### src/rtl/plic_claim_master.sv
// plic_claim_master: hart-side PLIC claim/complete initiator driving single-beat AXI4 transactions
module plic_claim_master #(
    parameter int                        AXI_ADDR_WIDTH = 32,
    parameter int                        AXI_DATA_WIDTH = 32,
    parameter int                        AXI_ID_WIDTH   = 2,
    parameter logic [AXI_ADDR_WIDTH-1:0] PLIC_BASE      = '0,
    parameter int                        TARGET_ID      = 0,
    parameter int                        SRCW           = 5
) (
    input  logic                      clk_i,
    input  logic                      rst_i,
    input  logic                      irq_i,
    output logic                      claim_valid_o,
    output logic [SRCW-1:0]           claim_id_o,
    input  logic                      claim_ready_i,
    input  logic                      complete_valid_i,
    output logic                      complete_ready_o,
    output logic                      err_o,
    output logic [AXI_ID_WIDTH-1:0]   m_axi_awid_o,
    output logic [AXI_ADDR_WIDTH-1:0] m_axi_awaddr_o,
    output logic [7:0]                m_axi_awlen_o,
    output logic [2:0]                m_axi_awsize_o,
    output logic [1:0]                m_axi_awburst_o,
    output logic                      m_axi_awvalid_o,
    input  logic                      m_axi_awready_i,
    output logic [AXI_DATA_WIDTH-1:0] m_axi_wdata_o,
    output logic [3:0]                m_axi_wstrb_o,
    output logic                      m_axi_wlast_o,
    output logic                      m_axi_wvalid_o,
    input  logic                      m_axi_wready_i,
    input  logic [AXI_ID_WIDTH-1:0]   m_axi_bid_i,
    input  logic [1:0]                m_axi_bresp_i,
    input  logic                      m_axi_bvalid_i,
    output logic                      m_axi_bready_o,
    output logic [AXI_ID_WIDTH-1:0]   m_axi_arid_o,
    output logic [AXI_ADDR_WIDTH-1:0] m_axi_araddr_o,
    output logic [7:0]                m_axi_arlen_o,
    output logic [2:0]                m_axi_arsize_o,
    output logic [1:0]                m_axi_arburst_o,
    output logic                      m_axi_arvalid_o,
    input  logic                      m_axi_arready_i,
    input  logic [AXI_ID_WIDTH-1:0]   m_axi_rid_i,
    input  logic [AXI_DATA_WIDTH-1:0] m_axi_rdata_i,
    input  logic [1:0]                m_axi_rresp_i,
    input  logic                      m_axi_rlast_i,
    input  logic                      m_axi_rvalid_i,
    output logic                      m_axi_rready_o
);
    localparam logic [AXI_ADDR_WIDTH-1:0] CLAIM_ADDR =
        PLIC_BASE + AXI_ADDR_WIDTH'(32'h0020_0004 + 32'h1000 * TARGET_ID);
    typedef enum logic [2:0] {IDLE, AR, R, DELIVER, WAIT_DONE, WR, B} state_e;
    state_e            state_q, state_d;
    logic [SRCW-1:0]   claim_id_q, claim_id_d;
    logic              err_q, err_d;
    logic              aw_done_q, aw_done_d;
    logic              w_done_q, w_done_d;
    logic              unused_ok;
    // Response id/last are not checked since only one transaction is ever outstanding
    assign unused_ok = ^{m_axi_bid_i, m_axi_rid_i, m_axi_rlast_i};
    // State and registered claim/error/handshake-progress bits
    always_ff @(posedge clk_i) begin
        if (rst_i) begin
            state_q    <= IDLE;
            claim_id_q <= '0;
            err_q      <= 1'b0;
            aw_done_q  <= 1'b0;
            w_done_q   <= 1'b0;
        end else begin
            state_q    <= state_d;
            claim_id_q <= claim_id_d;
            err_q      <= err_d;
            aw_done_q  <= aw_done_d;
            w_done_q   <= w_done_d;
        end
    end
    // Next-state logic; AW and W handshakes are tracked separately so either may finish first
    always_comb begin
        state_d    = state_q;
        claim_id_d = claim_id_q;
        err_d      = 1'b0;
        aw_done_d  = aw_done_q;
        w_done_d   = w_done_q;
        case (state_q)
            IDLE:      state_d = irq_i ? AR : IDLE;
            AR:        state_d = m_axi_arready_i ? R : AR;
            R: begin
                if (m_axi_rvalid_i) begin
                    if (m_axi_rresp_i != 2'b00) begin
                        err_d   = 1'b1;
                        state_d = IDLE;
                    end else if (m_axi_rdata_i == '0) begin
                        state_d = IDLE;
                    end else begin
                        claim_id_d = m_axi_rdata_i[SRCW-1:0];
                        state_d    = DELIVER;
                    end
                end
            end
            DELIVER:   state_d = claim_ready_i ? WAIT_DONE : DELIVER;
            WAIT_DONE: begin
                aw_done_d = 1'b0;
                w_done_d  = 1'b0;
                state_d   = complete_valid_i ? WR : WAIT_DONE;
            end
            WR: begin
                aw_done_d = aw_done_q | m_axi_awready_i;
                w_done_d  = w_done_q | m_axi_wready_i;
                state_d   = (aw_done_d && w_done_d) ? B : WR;
            end
            B: begin
                if (m_axi_bvalid_i) begin
                    err_d   = m_axi_bresp_i != 2'b00;
                    state_d = IDLE;
                end
            end
            default:   state_d = IDLE;
        endcase
    end
    assign claim_valid_o    = state_q == DELIVER;
    assign claim_id_o       = claim_id_q;
    assign complete_ready_o = state_q == WAIT_DONE;
    assign err_o            = err_q;
    assign m_axi_arid_o     = '0;
    assign m_axi_araddr_o   = CLAIM_ADDR;
    assign m_axi_arlen_o    = 8'h0;
    assign m_axi_arsize_o   = 3'b010;
    assign m_axi_arburst_o  = 2'b01;
    assign m_axi_arvalid_o  = state_q == AR;
    assign m_axi_rready_o   = state_q == R;
    assign m_axi_awid_o     = '0;
    assign m_axi_awaddr_o   = CLAIM_ADDR;
    assign m_axi_awlen_o    = 8'h0;
    assign m_axi_awsize_o   = 3'b010;
    assign m_axi_awburst_o  = 2'b01;
    assign m_axi_awvalid_o  = (state_q == WR) && !aw_done_q;
    assign m_axi_wdata_o    = AXI_DATA_WIDTH'(claim_id_q);
    assign m_axi_wstrb_o    = 4'hF;
    assign m_axi_wlast_o    = 1'b1;
    assign m_axi_wvalid_o   = (state_q == WR) && !w_done_q;
    assign m_axi_bready_o   = state_q == B;
endmodule

### config.mk
export PLATFORM = sky130hd
export DESIGN_NAME = plic_claim_master
export DESIGN_NICKNAME = d
export VERILOG_FILES = /design/src/rtl/plic_claim_master.sv
export SDC_FILE = /design/constraint.sdc
export NUM_CORES = 1
export LEC_CHECK = 0
export ABC_CLOCK_PERIOD_IN_PS = 1600
export BUFFER_PORTS_ARGS = -buffer_cell sky130_fd_sc_hd__buf_2
export CORE_AREA = 2 2 76 78
export CTS_CLUSTER_SIZE = 40
export DETAILED_ROUTE_END_ITERATION = 10
export DIE_AREA = 0 0 78 80
export PLACE_DENSITY = 0.81
export SLEW_MARGIN = 20
export SYNTH_ARGS = -nofsm -noshare
export SYNTH_HDL_FRONTEND = slang
export SYNTH_SLANG_ARGS = --single-unit
### constraint.sdc
create_clock -name clk_i -period 1.6 [get_ports clk_i]
set_input_delay 0.08 -clock clk_i [delete_from_list [all_inputs] [get_ports clk_i]]
set_output_delay 0.08 -clock clk_i [all_outputs]
set_load 0.01 [all_outputs]
==> metrics <==
sequence of cells on the critical path nor2b_1 > nor2b_1 > buf_2; detailed placement HPWL 2740 µm; Detail Route Antenna Nets 0; largest delay contributor family on the critical path simple AND/OR/NAND/NOR gates; root buffer cell clkbuf_8; maxcap violations 0; total power 843 µW; Yosys cell types 33; pre-CTS worst setup slack 0.134 ns; setup violators final 0; Max stage delay cell, worst path dfxtp_2; cell leakage power 0.931 nW; # resized after CTS 0; DRT iter0 DRCs 25; share of layout cells above drive strength 1 28.7%; IO buf count 63; Crit Path Category register to primary output; data required time of the worst path 1.52 ns; PwrDens 519 nW/µm²; Critical path origin state_q[2]; first-pass GRT wire length 3910 µm; routed vias 1155; Die H 80 µm; antenna violations before repair 0; Nets 320; Worst-path clk slew 0.05 ns; Cells after DPL 336; GRT overflow 0; Final Skew 0.00304 ns; drt wl/cell 8.96 µm; final hold vios 0; Fin Setup TNS 0 ns; Worst path max stage delay 0.45 ns; diode count 0; placed instance area 1580 µm²; Ys Warns 0; area leader, netlist buf_4; Synth Area in Compound Gates 7.08%; CTS tree done; HP Start claim_ready_i; simple-gate share of the synthesized area 16.4%; DRT Wirelength 3050 µm; Seq/Total Area, Yosys 13.0%; final core occ 30.1%; reg2reg start state_q[0]; Initial Util 31.4%; Hold WS 0.117 ns; Max Freq 0.695 GHz; setup bufs post-CTS 0; Netlist Area Pre-Place 1700 µm²; core footprint 5410 µm²; final critical-path share of the clock period 89.9%; Tot GR Track Use 8.19%; Post-Syn Area per Cell 8.12 µm²; Die X 78 µm; clock latency at the later pin of the worst-skew pair 0.24 ns; stages on the worst setup path 3; post-synthesis xor/xnor area fraction 0%; outcome complete, no violations; Hold Crit Class input port to register; CTS max path bufs 2; number of synthesized flops with an enable pin 0; critical path startpoint category register; crit path DAT 1.36 ns; CTS Hold Bufs 0; H-tree depth 1; top post-synthesis cells by area buf_4 (58%), dfxtp_1 (13%), nand2b_1 (4.4%); CP max FO 11; CP dominant cell by count nor2b_1; Syn-to-layout area delta -4.20%; Post-synth ARST share 0%; CTS Sinks 11; crit path buf inv count 1; Layout Cells excl Fill 340; VDD IR-drop max 0.000180 V; RSZ-0062 raised after global routing false; DRC Markers 0; vias per inst 3.40; hold path depth 3; Post-Syn Instances 209; Final Slew Violations 0; # IOs 195; final worst setup slack 0.161 ns; Filler Cells Inserted 578; Yosys top cell area share 58.0%; RD Place Congestion 0.714; final instance area 1630 µm²; mux share of post-synthesis cell area 3.54%; Reg2Reg Depth 3; combinational family with the most area after synthesis buffers and inverters; FP Rows 27; Min Clock Period, post-route 1.44 ns; CTS Buf Count 3; Initial DRT Pass Iterations 4; flops & latches, synth 11; Crit. End Element primary output; full die area 6240 µm²; number of global-route vias before repair 878; Top FF cell, synth dfxtp_1; adder-cell share of the synthesized area 0%; largest net degree at the start of global routing 17
sequential cells by signal, summed over array words and instances (netlist names):
signal,flops
claim_id_o,5
state_q,3
aw_done_q,1
err_o,1
w_done_q,1
final timing paths:
path | end | slack [ns]
worst min-delay path | state_q[2] | 0.12
worst max-delay path | complete_ready_o | 0.16
worst min register to register | claim_id_o[3] | 0.49
worst max register to register | claim_id_o[2] | 0.24
cell usage after synthesis (2+ instances only):
| library cell | n |
|---|---|
| a21oi_1 | 3 |
| buf_4 | 131 |
| conb_1 | 2 |
| dfxtp_1 | 11 |
| inv_1 | 2 |
| mux2i_1 | 6 |
| nand2b_1 | 12 |
| nand3b_1 | 3 |
| nand4_1 | 2 |
| nor2_1 | 5 |
| nor2b_1 | 2 |
| nor3_1 | 2 |
| nor4_1 | 3 |
| nor4_2 | 5 |
| o211ai_1 | 2 |
layout by cell type (no fill, tap or decap), drive strengths merged, types with 2 or more instances in the layout:
| cell | netlist | final |
|---|---|---|
| conb | 2 | 126 |
| buf | 133 | 65 |
| nand2b | 12 | 12 |
| dfxtp | 11 | 11 |
| nor4 | 8 | 8 |
| mux2i | 6 | 6 |
| nor2 | 5 | 5 |
| clkbuf | 1 | 4 |
| nand3b | 3 | 3 |
| a21oi | 3 | 3 |
| nor2b | 2 | 2 |
| inv | 2 | 2 |
| nand4 | 2 | 2 |
| o211ai | 2 | 2 |
| nor3 | 2 | 2 |
final cells by class:
cell class              instances  area (µm²)  share of cell area [%]
clock buffers                   4        45.0                    2.77
flip-flops and latches         11         221                    13.6
inverters                       2        7.51                   0.462
well taps                      72        90.1                    5.54
repair buffers                 65         330                    20.3
multi-input cells             186         931                    57.3
power breakdown:
| part | switching, mW | total (mW) | internal [mW] |
|---|---|---|---|
| combinational | 0.196 | 0.274 | 0.0779 |
| sequential | 0.0105 | 0.292 | 0.281 |
| clock | 0.103 | 0.278 | 0.175 |
layer usage:
| layer | up-vias | GRT usage [%] | share of wire, % |
|---|---|---|---|
| li1 | 546 | - | - |
| met4 | 0 | 4.21 | 1.3 |
| met5 | - | 0 | 0 |
| met2 | 107 | 15.0 | 51 |
| met3 | 4 | 1.70 | 14 |
| met1 | 498 | 8.89 | 33 |
worst register-to-register path, stage by stage, from the launching register on:
cell	delay, ns
dfxtp_1	0.40
nor3b_4	0.25
o2111a_1	0.42
mux2i_1	0.23
cell families (layout without fill, tap and decap cells):
kind of cell / Yosys count / after routing
DFF: 11 / 11
and+or+nand+nor: 39 / 39
AOI/OAI and AO/OA: 15 / 15
other: 2 / 126
buffers and inverters: 136 / 71
muxes: 6 / 6
Note: power is estimated with default switching activity, not from simulation.
